<file path="src/rtl/ps2_pkg.sv">
// Shared types and constants for the PS/2 keyboard receiver.
// Frame FSM states, scancode prefixes and the buffered scancode entry.
package ps2_pkg;

  typedef enum logic [1:0] {
    IDLE,
    DATA,
    PARITY,
    STOP
  } ps2_state_t;

  localparam logic [7:0] PS2_PFX_EXT = 8'hE0;
  localparam logic [7:0] PS2_PFX_REL = 8'hF0;

  typedef struct packed {
    logic       rel;
    logic       ext;
    logic [7:0] data;
  } ps2_code_t;

  // PS/2 uses odd parity: data plus parity bit must hold an odd number of ones.
  function automatic logic odd_parity_ok(input logic [7:0] d, input logic p);
    return ^{d, p};
  endfunction

endpackage

</file>
<file path="src/rtl/ps2_code_fifo.sv">
// First-word-fall-through scancode FIFO; head visible the cycle after a push into empty.
// A push while full is ignored unless a pop happens in the same cycle.
module ps2_code_fifo
  import ps2_pkg::*;
#(
  parameter int DEPTH = 4
) (
  input  logic      clk_sys,
  input  logic      reset,
  input  logic      push,
  input  ps2_code_t push_dat,
  input  logic      pop,
  output logic      full,
  output logic      empty,
  output ps2_code_t head
);

  localparam int AW = $clog2(DEPTH);
  localparam int CW = AW + 1;

  ps2_code_t       mem [DEPTH];
  logic [AW-1:0]   wr_ptr;
  logic [AW-1:0]   rd_ptr;
  logic [CW-1:0]   count;
  logic            do_push;
  logic            do_pop;

  assign full    = (count == CW'(DEPTH));
  assign empty   = (count == '0);
  assign do_pop  = pop & ~empty;
  assign do_push = push & (~full | do_pop);
  assign head    = mem[rd_ptr];

  always_ff @(posedge clk_sys or posedge reset) begin
    if (reset) begin
      wr_ptr <= '0;
      rd_ptr <= '0;
      count  <= '0;
      for (int i = 0; i < DEPTH; i++) mem[i] <= '0;
    end else begin
      if (do_push) begin
        mem[wr_ptr] <= push_dat;
        wr_ptr      <= wr_ptr + 1'b1;
      end
      if (do_pop) rd_ptr <= rd_ptr + 1'b1;
      case ({do_push, do_pop})
        2'b10:   count <= count + 1'b1;
        2'b01:   count <= count - 1'b1;
        default: count <= count;
      endcase
    end
  end

endmodule

</file>
<file path="src/rtl/ps2_kbd_rx.sv">
// PS/2 keyboard receiver: sync + deglitch, 11-bit deframing, E0/F0 folding, scancode FIFO.
// Scancode reaches code_valid 3 cycles after the stop-bit fall strobe; full FIFO drops and pulses overflow.
module ps2_kbd_rx
  import ps2_pkg::*;
#(
  parameter int CLK_HZ     = 50_000_000,
  parameter int FILTER_LEN = 8,
  parameter int TIMEOUT_US = 200,
  parameter int FIFO_DEPTH = 4
) (
  input  logic       clk_sys,
  input  logic       reset,
  input  logic       ps2_clk,
  input  logic       ps2_dat,
  output logic       code_valid,
  output logic [7:0] code_data,
  output logic       code_ext,
  output logic       code_release,
  input  logic       code_ready,
  output logic       err_parity,
  output logic       err_frame,
  output logic       overflow,
  output logic       busy
);

  localparam int TMO_TERM = CLK_HZ / 1_000_000 * TIMEOUT_US;
  localparam int TMO_W    = $clog2(TMO_TERM) + 1;
  localparam int FLT_W    = $clog2(FILTER_LEN) + 1;

  logic [1:0]       clk_sync;
  logic [1:0]       dat_sync;
  logic             clk_filt;
  logic             dat_filt;
  logic [FLT_W-1:0] clk_run;
  logic [FLT_W-1:0] dat_run;
  logic             clk_filt_d;
  logic             fall;

  ps2_state_t       state;
  logic [2:0]       bit_cnt;
  logic [7:0]       shift;
  logic             par_bit;
  logic [TMO_W-1:0] tmo_cnt;
  logic             byte_vld;
  logic [7:0]       byte_dat;

  logic             ext_flag;
  logic             rel_flag;
  logic             push_vld;
  ps2_code_t        push_dat;

  logic             fifo_full;
  logic             fifo_empty;
  ps2_code_t        fifo_head;
  logic             pop;

  always_ff @(posedge clk_sys or posedge reset) begin
    if (reset) begin
      clk_sync <= 2'b11;
      dat_sync <= 2'b11;
    end else begin
      clk_sync <= {clk_sync[0], ps2_clk};
      dat_sync <= {dat_sync[0], ps2_dat};
    end
  end

  // A filtered line flips only after FILTER_LEN consecutive disagreeing samples.
  always_ff @(posedge clk_sys or posedge reset) begin
    if (reset) begin
      clk_filt <= 1'b1;
      clk_run  <= '0;
    end else if (clk_sync[1] == clk_filt) begin
      clk_run <= '0;
    end else if (clk_run == FLT_W'(FILTER_LEN - 1)) begin
      clk_filt <= clk_sync[1];
      clk_run  <= '0;
    end else begin
      clk_run <= clk_run + 1'b1;
    end
  end

  always_ff @(posedge clk_sys or posedge reset) begin
    if (reset) begin
      dat_filt <= 1'b1;
      dat_run  <= '0;
    end else if (dat_sync[1] == dat_filt) begin
      dat_run <= '0;
    end else if (dat_run == FLT_W'(FILTER_LEN - 1)) begin
      dat_filt <= dat_sync[1];
      dat_run  <= '0;
    end else begin
      dat_run <= dat_run + 1'b1;
    end
  end

  always_ff @(posedge clk_sys or posedge reset) begin
    if (reset) begin
      clk_filt_d <= 1'b1;
      fall       <= 1'b0;
    end else begin
      clk_filt_d <= clk_filt;
      fall       <= clk_filt_d & ~clk_filt;
    end
  end

  always_ff @(posedge clk_sys or posedge reset) begin
    if (reset) begin
      state      <= IDLE;
      bit_cnt    <= '0;
      shift      <= '0;
      par_bit    <= 1'b0;
      tmo_cnt    <= '0;
      err_frame  <= 1'b0;
      err_parity <= 1'b0;
      byte_vld   <= 1'b0;
      byte_dat   <= '0;
    end else begin
      err_frame  <= 1'b0;
      err_parity <= 1'b0;
      byte_vld   <= 1'b0;
      if (state == IDLE || fall) tmo_cnt <= '0;
      else                       tmo_cnt <= tmo_cnt + 1'b1;

      if (fall) begin
        case (state)
          IDLE: begin
            if (!dat_filt) begin
              state   <= DATA;
              bit_cnt <= '0;
            end else begin
              err_frame <= 1'b1;
            end
          end
          DATA: begin
            shift   <= {dat_filt, shift[7:1]};
            bit_cnt <= bit_cnt + 1'b1;
            if (bit_cnt == 3'd7) state <= PARITY;
          end
          PARITY: begin
            par_bit <= dat_filt;
            state   <= STOP;
          end
          STOP: begin
            state <= IDLE;
            if (!dat_filt) begin
              err_frame <= 1'b1;
            end else if (!odd_parity_ok(shift, par_bit)) begin
              err_parity <= 1'b1;
            end else begin
              byte_vld <= 1'b1;
              byte_dat <= shift;
            end
          end
          default: state <= IDLE;
        endcase
      end else if (state != IDLE && tmo_cnt == TMO_W'(TMO_TERM - 1)) begin
        state     <= IDLE;
        err_frame <= 1'b1;
      end
    end
  end

  // Any error or dropped byte invalidates a pending E0/F0 prefix.
  always_ff @(posedge clk_sys or posedge reset) begin
    if (reset) begin
      ext_flag <= 1'b0;
      rel_flag <= 1'b0;
      push_vld <= 1'b0;
      push_dat <= '0;
    end else begin
      push_vld <= 1'b0;
      if (err_frame || err_parity || overflow) begin
        ext_flag <= 1'b0;
        rel_flag <= 1'b0;
      end else if (byte_vld) begin
        if (byte_dat == PS2_PFX_EXT) begin
          ext_flag <= 1'b1;
        end else if (byte_dat == PS2_PFX_REL) begin
          rel_flag <= 1'b1;
        end else begin
          push_vld <= 1'b1;
          push_dat <= '{rel: rel_flag, ext: ext_flag, data: byte_dat};
          ext_flag <= 1'b0;
          rel_flag <= 1'b0;
        end
      end
    end
  end

  assign pop = ~fifo_empty & code_ready;

  always_ff @(posedge clk_sys or posedge reset) begin
    if (reset) overflow <= 1'b0;
    else       overflow <= push_vld & fifo_full & ~pop;
  end

  ps2_code_fifo #(
    .DEPTH(FIFO_DEPTH)
  ) u_fifo (
    .clk_sys  (clk_sys),
    .reset    (reset),
    .push     (push_vld),
    .push_dat (push_dat),
    .pop      (pop),
    .full     (fifo_full),
    .empty    (fifo_empty),
    .head     (fifo_head)
  );

  assign code_valid   = ~fifo_empty;
  assign code_data    = fifo_head.data;
  assign code_ext     = fifo_head.ext;
  assign code_release = fifo_head.rel;
  assign busy         = (state != IDLE);

endmodule

</file>
<file path="config.mk">
export PLATFORM = sky130hd
export DESIGN_NAME = ps2_kbd_rx
export DESIGN_NICKNAME = d
export VERILOG_FILES = /design/src/rtl/ps2_pkg.sv /design/src/rtl/ps2_code_fifo.sv /design/src/rtl/ps2_kbd_rx.sv
export SDC_FILE = /design/constraint.sdc
export NUM_CORES = 1
export LEC_CHECK = 0
export ABC_AREA = 1
export BUFFER_PORTS_ARGS = -buffer_cell sky130_fd_sc_hd__buf_2
export CAP_MARGIN = 20
export CORE_MARGIN = 2
export CORE_UTILIZATION = 50
export CTS_CLUSTER_SIZE = 12
export DETAILED_ROUTE_END_ITERATION = 8
export PLACE_DENSITY = 0.69
export SYNTH_ARGS = -nofsm -noshare
export SYNTH_HDL_FRONTEND = slang
export SYNTH_SLANG_ARGS = --single-unit
</file>
<file path="constraint.sdc">
create_clock -name clk_sys -period 3.4 [get_ports clk_sys]
set_input_delay 0.17 -clock clk_sys [delete_from_list [all_inputs] [get_ports clk_sys]]
set_output_delay 0.17 -clock clk_sys [all_outputs]
set_load 0.01 [all_outputs]
</file>
## After elaboration in Yosys (flattened, before gate mapping)

Index checks and enable logic that the tools add are counted.
W data, S select, Z words.

- Flip-flop bits (word level): 117
- Input port bits: 5
- Output and inout port bits: 15
- Word-level logic and storage cells: 154

- Add/sub/neg operators: 8
- Magnitude comparators: 3
- Eq/ne operators: 19
- Mux-type cells: 44
- Bitwise gates (word level): 18
- Reduce and logical (&&, ||, !) cells: 23

Operators by type and width:

| cell | number |
|---|---|
| $bwmux W40 | 1 |
| $mux W10 | 3 |
| $mux W1 | 24 |
| $bmux W10 S2 | 1 |
| $demux W10 S2 | 1 |
| $eq A8 B8 Y1 const B | 2 |
| $mux W4 | 4 |
| $add A15 B1 Y15 const B | 1 |
| $eq A15 B14 Y1 const B | 1 |
| $mux W15 | 1 |
| $pmux W3 S2 | 2 |
| $reduce_and A2 Y1 | 6 |
| $reduce_bool A2 Y1 | 5 |
| $ne A3 B3 Y1 const B | 3 |
| $not A1 Y1 | 9 |
| $reduce_xor A9 Y1 | 1 |
| $add A4 B1 Y4 const B | 2 |
| $eq A4 B3 Y1 const B | 2 |
| $mux W2 | 4 |
| $pmux W2 S4 | 1 |
| $reduce_and A4 Y1 | 2 |
| $add A3 B1 Y3 const B | 2 |
| $and A1 B1 Y1 | 6 |
| $eq A2 B2 Y1 const B | 3 |
| other kinds (17) | 28 |

## Logic depth before layout (Yosys ltp)

Gate-level depths: netlist of the first run.

- Depth in word-level cells: 8
- Mapped depth: 10
- Gate-level depth less buffers: 10

## Hierarchy

From an unflattened synthesis of the first run, not the netlist that was laid out.

- Cells, all modules: 652
- Area, all modules: 5669.2 um2

By module, submodules not included:

| module | instances | cells each | area each (um2) | sequential area each (um2) |
|---|---|---|---|---|
| ps2_kbd_rx | 1 | 370 | 3248.1 | 1760.4 |
| ps2_code_fifo | 1 | 282 | 2421.1 | 1176.1 |

## Worst setup path before layout of the first run

Ideal clock, no wire load.

- Path type: flip-flop to flip-flop
- Start point: register u_fifo.count[1]
- End point: register u_fifo.count[2]
- Setup time: 131 ps
- Arrival time: 1752 ps
- Data required time: 3269 ps
- Slack: 1517 ps
- Cell stages (with the launch flop): 10
- Buffers on the path: 0
- Period minus slack after synthesis: 1883 ps
- Path through: dfrtp_1 > nor2_4 > nand3_4 > nand2_8 > ha_1 > inv_1 > fa_1 > a21oi_1 > o21ai_0 > xor2_1

- Longest elaborated chain between the ends: 8

RTL lines:

| item | line | source |
|---|---|---|
| start, declared | ps2_code_fifo.sv:24 | `logic [CW-1:0] count;` |
| start signal, assigned | ps2_code_fifo.sv:47 | `2'b10: count <= count + 1'b1;` |
| start signal, assigned | ps2_code_fifo.sv:48 | `2'b01: count <= count - 1'b1;` |
| start signal, assigned | ps2_code_fifo.sv:49 | `default: count <= count;` |
| $logic_not A3 Y1 | ps2_code_fifo.sv:29 | `assign empty = (count == '0);` |
| $not A1 Y1 | ps2_code_fifo.sv:30, ps2_kbd_rx.sv:190 |  |
| $and A1 B1 Y1 | ps2_kbd_rx.sv:190 | `assign pop = ~fifo_empty & code_ready;` |
| $and A1 B1 Y1 | ps2_code_fifo.sv:30 | `assign do_pop = pop & ~empty;` |
| $or A1 B1 Y1 | ps2_code_fifo.sv:31 | `assign do_push = push & (~full \| do_pop);` |
| $and A1 B1 Y1 | ps2_code_fifo.sv:31 |  |
| $eq A2 B1 Y1 / $eq A2 B2 Y1 (equally long branches) | ps2_code_fifo.sv:46 | `case ({do_push, do_pop})` |
| $pmux W3 S2 / $reduce_bool A2 Y1 (equally long branches) | - |  |

Parallel ways exist; a longest one is shown, timed or not.
A chain may end at the register's enable or synchronous reset.

## Final worst setup path of the first run

- Start point: register u_fifo.rd_ptr[1]
- End point: output port code_data[3]

- Longest elaborated chain between the ends: 4

RTL lines:

| item | line | source |
|---|---|---|
| start, declared | ps2_code_fifo.sv:23 | `logic [AW-1:0] rd_ptr;` |
| start signal, assigned | ps2_code_fifo.sv:45 | `if (do_pop) rd_ptr <= rd_ptr + 1'b1;` |
| $not A2 Y3 (implied by the code) | ps2_code_fifo.sv:32 | `assign head = mem[rd_ptr];` |
| $bmux W10 S2 | ps2_code_fifo.sv:32 |  |
| $mux W10 (implied by the code) (2 in a row) | ps2_code_fifo.sv:32 |  |
| end, declared | ps2_kbd_rx.sv:16 | `output logic [7:0] code_data,` |

Every way passes these cells. The select of a mux whose other input is x is not followed.

==> impl_metrics.tcl, run 1 <==
set metrics [dict create \
    endpoint_kind "output pin" \
    root_buffer "clkbuf_8" \
    synthFlopType "dfrtp_1" \
    area_growth_pct 15.34 \
    drv_slew 0 \
    clock-sinks 117 \
    seq_area_frac_synth 0.5311 \
    setup_violations 0 \
    syn_nets 567 \
    rsz0062_at_grt "false" \
    layout-drive-gt1-share 0.2010 \
    insertion_delay_ns 0.51 \
    hold_viol_final 0 \
    outcome "finished, final reports clean" \
    syn-mean-instance-area_um2 10.11 \
    dp_hpwl_mm 6.795 \
    hold_class "primary input to async pin" \
    grtUsageTotal 0.1950 \
    tightest_slew_ns 0.6713 \
    gp_congestion 0.7615 \
    synth_seq_cells 117 \
    initial_core_util 0.5123 \
    die_h_um 109.2 \
    period_minus_slack_ns 2.096 \
    critical_path_class "flip-flop to output pin" \
    p_per_area_mw_per_mm2 644.0 \
    reg2reg_depth 9 \
    clock_path_buffers 2 \
    row_count 38 \
    nNetsFinal 601 \
    multi_input_area_mm2 0.002325 \
    diodes 0 \
    post_drt_wl_per_cell_um 14.06 \
    setup_tns_ns 0 \
    r2r_end "u_fifo.count[2]" \
    reg2reg_slack_ns 1.37 \
    numCtsBuffers 17 \
    cap_viol_max_count 0 \
    syn_inst 547 \
    cp-start-kind "flip-flop" \
    endpoint "code_data[3]" \
    final_antenna_net_count 0 \
    routed_via_density 5.169 \
    cts_hold_buf 4 \
    required_ns 3.23 \
    async_reset_ff_frac 1.000 \
    syn-cell-area_mm2 0.005529 \
    io_pins 20 \
    grt_pass1_vias 3826 \
    portBuffers 19 \
    routed_wl_mm 10.29 \
    grt_max_degree 64 \
    drt_iter0_drc 192 \
    dieArea_mm2 0.01191 \
    ys_types 40 \
    final_util 0.5909 \
    fmax_mhz 477.1 \
    cts_htree_levels 4 \
    timing.rr.start "u_fifo.count[1]" \
    antenna_found_initial 0 \
    yosysWarnings 0 \
    grt_pass1_wl_mm 17.90 \
    fin_crit_sh 0.6165 \
    worstPathArrival_ns 1.93 \
    cp_max_fo 11 \
    final-seq-area_mm2 0.002937 \
    clock_skew_ns 0.01004 \
    dr.pass1.iters 5 \
    cts_resized 0 \
    post_cts.repair.setup_buffers 0 \
    path_clk_slew_ns 0.06 \
    drc 0 \
    die_x_um 109.2 \
    ir_drop_mv 0.6702 \
    dr_total_vias 3784 \
    core_area_mm2 0.01079 \
    grt_overflow 0 \
    relSlewSlack 0.5508 \
    fillCellCount 881 \
    startpoint "u_fifo.rd_ptr[1]" \
    synth-edff-count 0 \
    cts_tree "yes" \
    leakage_uw 0.003176 \
]
-- synth_stat cells, types with 3 or more instances --
master / number / area [µm²]
clkbuf_1: 7 / 26.28
ha_1: 14 / 175.2
xnor2_1: 7 / 61.31
dfstp_2: 7 / 183.9
o21ai_0: 46 / 230.2
nand3_2: 4 / 40.04
nand4_1: 5 / 31.28
nor2_1: 57 / 214.0
nand2_1: 109 / 409.1
nand3_1: 20 / 100.1
nor2_8: 4 / 80.08
nor4_1: 3 / 18.77
nand2_2: 6 / 37.54
inv_1: 54 / 202.7
a21oi_1: 11 / 55.05
mux2_4: 25 / 375.4
xor2_1: 6 / 52.55
dfrtp_1: 110 / 2753
mux2_2: 15 / 168.9
o22ai_1: 10 / 62.56
-- sequential cells by signal, summed over array words and instances, names as in the netlist, 2 cells and up --
register / cells
dat_run: 4
u_fifo.count: 3
push_dat: 10
dat_sync: 2
u_fifo.mem: 40
shift: 8
clk_sync: 2
byte_dat: 8
state: 2
clk_run: 4
u_fifo.wr_ptr: 2
u_fifo.rd_ptr: 2
bit_cnt: 3
tmo_cnt: 15
-- worst min path at each step --
| stage | slack [ns] | start | end | cells past startpoint |
|---|---|---|---|---|
| finish | 0.31 | reset | u_fifo.count[1] | 3 |
| global route | 0.27 | ps2_clk | clk_sync[0] | 2 |
| CTS | 0.28 | ps2_clk | clk_sync[0] | 2 |
| detailed placement | 0.28 | ps2_clk | clk_sync[0] | 1 |
| global placement | 0.28 | ps2_clk | clk_sync[0] | 1 |
| floorplan | 0.17 | ps2_clk | clk_sync[0] | 0 |
-- layout by cell type, fill, tap and decap left out, drive strengths merged, types with 2 or more instances in the layout --
cell           n
xnor2          7
ha            14
o211ai         2
dfstp          7
xor2           6
nor2          64
nor4           5
mux2          41
a22o           2
clkinv         3
buf           21
clkbuf        27
nand3b         2
nor3           2
nand4          5
nand3         25
a21oi         11
o22ai         10
dfrtp        110
dlygate4sd3    4
nand2        116
o21ai         46
inv           56
-- final cells by class --
cell class              count  area share
clock buffers              27     0.08181
clock inverters             3    0.006278
inverters                  57     0.03394
multi-input cells         363      0.3645
flip-flops and latches    117      0.4605
well taps                 140     0.02747
repair buffers             25     0.02551
-- layer usage --
layer / share of wire / up-vias / track usage
li1: - / 1860 / -
met1: 0.45 / 1863 / 0.2374
met2: 0.51 / 56 / 0.3345
met3: 0.034 / 5 / 0.06515
met4: 0.0055 / 0 / 0.04670
met5: 0 / - / 0
-- where the power goes --
group | total [µW] | internal, µW | switching, µW
logic | 814 | 304 | 510
clock network | 1670 | 1090 | 573
registers | 1630 | 1510 | 116
total | 4110 | 2910 | 1200
-- stage by stage --
step | hold slack (ns) | setup slack [ns] | std cells | cell area [µm²] | power (µW)
after global placement | 0.2761 | 1.443 | 698 | 5776 | 2432
after CTS | 0.2793 | 1.297 | 732 | 6377 | 4148
final | 0.3057 | 1.304 | 732 | 6377 | 4107
after detailed placement | 0.2772 | 1.373 | 698 | 5776 | 2463
after global routing | 0.2736 | 1.164 | 732 | 6377 | 4343
after floorplan | 0.1745 | 0.1408 | 547 | 5529 | 2220
-- worst max-delay path, cell delays in order (launching register included) --
cell     delay (ns)
dfrtp_1        0.52
inv_1          0.40
o21ai_0        0.16
o22ai_1        0.17
buf_2          0.16
-- cell families (layout without fill, tap and decap cells) --
kind of cell	Yosys count	after routing	share of synthesized area
AO/OA/AOI/OAI	74	74	0.07287
flip-flops	117	117	0.5311
adder cells (fa/ha/maj)	15	15	0.03530
AND/OR/NAND/NOR	220	220	0.1912
buffers and inverters	67	112	0.04843
multiplexers	41	41	0.1005
XOR/XNOR	13	13	0.02059
No activity file was read; power rests on OpenSTA's default activity.
==> inputs of run 2 (changes only) <==
==> constraint.sdc (replaced) <==
create_clock -name clk_sys -period 1.9 [get_ports clk_sys]
set_input_delay 0.095 -clock clk_sys [delete_from_list [all_inputs] [get_ports clk_sys]]
set_output_delay 0.095 -clock clk_sys [all_outputs]
set_load 0.01 [all_outputs]
==> impl_metrics.tcl, run 2 (synthesized netlist as in run 1, its figures left out) <==
set metrics [dict create \
    outcome "finished, final reports clean" \
    mostFrequentLayoutCells "nand2_1, dfrtp_1, nor2_1, inv_1, o21ai_0" \
    grtUsageTotal 0.1992 \
    reg2reg_slack_ns 0.06 \
    relSlewSlack 0.6544 \
    clock_skew_ns 0.01142 \
    power.total_uw 7527 \
    setup_tns_ns 0 \
    fmax_mhz 543.1 \
    dpl-instance-area_mm2 0.005842 \
    post_drt_wl_per_cell_um 14.24 \
    nNetsFinal 614 \
    die_h_um 109.2 \
    dp_hpwl_mm 6.961 \
    dr.pass1.iters 4 \
    io_pins 20 \
    largest_reg_flops 40 \
    cap_viol_max_count 0 \
    hold_viol_final 0 \
    grt_use_met2 0.3407 \
    tightest_slew_ns 0.5173 \
    ir_drop_mv 0.7536 \
    cp-start-kind "flip-flop" \
    critical_path_class "flip-flop to flip-flop" \
    endpoint_kind "flip-flop" \
    design_area_mm2 0.006501 \
    grt-busiest-layer "met2" \
    routed_via_density 5.126 \
    diodes 0 \
    routed_wl_mm 10.63 \
    portBuffers 19 \
    startpoint "u_fifo.count[0]" \
    final_util 0.6024 \
    endpoint "u_fifo.count[2]" \
    cts_htree_levels 4 \
    timing.rr.start "u_fifo.count[0]" \
    area_growth_pct 17.58 \
    antenna_found_initial 0 \
    row_count 38 \
    use_met3 0.06934 \
    fin_crit_sh 0.9690 \
    clock_path_buffers 2 \
    p_per_area_mw_per_mm2 1158 \
    drc 0 \
    core_area_mm2 0.01079 \
    grt_max_degree 55 \
    gp_congestion 0.7900 \
    reg2reg_depth 9 \
    required_ns 2.29 \
    regMostFlops "u_fifo.mem" \
    initial_core_util 0.5123 \
    grt_pass1_vias 3998 \
    clock-sinks 117 \
    grt_overflow 0 \
    pre_cts_ws_ns 0.05182 \
    die_x_um 109.2 \
    drv_slew 0 \
    path_clk_slew_ns 0.06 \
    layout-drive-gt1-share 0.2277 \
    root_buffer "clkbuf_8" \
    period_minus_slack_ns 1.841 \
    cts_tree "yes" \
    insertion_delay_ns 0.51 \
    largestRegisters "u_fifo.mem (40), tmo_cnt (15), push_dat (10)" \
    leakage_uw 0.003200 \
    use_met1 0.2378 \
    numCtsBuffers 17 \
    dr_total_vias 3824 \
    drt_iter0_drc 209 \
    setup_violations 0 \
    cp_max_fo 3 \
    final_antenna_net_count 0 \
    worstPathArrival_ns 2.24 \
    dieArea_mm2 0.01191 \
    hold_class "primary input to async pin" \
    grt_pass1_wl_mm 18.29 \
    r2r_end "u_fifo.count[2]" \
    setup_ws_ns 0.05887 \
]
-- run 2: cell count changes in the layout (fill, tap and decap cells not counted), sizes merged --
cell	previous run	this run
buf	21	31
clkinv	3	4
clkinvlp	0	6
inv	56	53
-- run 2: final cells by class --
cell class,count,area [µm²]
tap,140,175.2
multi-input combinational,363,2337
sequential,117,2938
fill,884,4292
inverter,57,225.2
timing repair buffer,35,266.5
clock inverter,4,45.04
timing repair inverter,3,22.52
clock buffer,27,491.7
-- run 2: worst min-delay path by stage --
stage                     slack [ns]     from         endpoint  cells after the start
after CTS                       0.17    reset  u_fifo.count[2]                      3
after detailed placement        0.16    reset  u_fifo.count[2]                      2
after global routing            0.19    reset  u_fifo.count[2]                      3
after global placement          0.16    reset  u_fifo.count[0]                      2
after floorplan                  0.1  ps2_clk      clk_sync[0]                      0
final                           0.17    reset  u_fifo.count[2]                      3
-- run 2: through the flow --
stage | instances | hold slack (ns)
2_1_floorplan | 547 | 0.09948
3_3_place_gp | 705 | 0.1562
3_5_place_dp | 705 | 0.1590
4_1_cts | 740 | 0.1682
5_1_grt | 746 | 0.1876
6_report | 746 | 0.1666
-- run 2: critical path: stages (launching register included) --
cell	delay, ns
dfrtp_1	0.41
nor2_4	0.17
nand3_4	0.11
nand2_8	0.07
ha_2	0.17
inv_2	0.06
fa_2	0.38
a21oi_2	0.13
o21ai_1	0.08
xor2_1	0.14
-- run 2: layer usage --
metal,routed length [µm],vias to the layer above
met3,384,11
met4,119,0
met2,5421,56
li1,-,1883
met5,0,-
met1,4700,1874
-- run 2: power by group --
| part | internal (µW) | switching, µW | total (µW) |
|---|---|---|---|
| clock network | 1860 | 1040 | 2890 |
| registers | 2700 | 196 | 2900 |
| logic | 684 | 1050 | 1730 |
| total | 5250 | 2280 | 7530 |
-- run 2: what timing repair did --
action	in CTS	in global routing
endpoints found under the setup margin	6	11
hold buffers	4	0
pin swaps	0	3
resized for setup	1	12
endpoints found under the hold margin	22	0
cloned	0	3
setup buffers	0	3
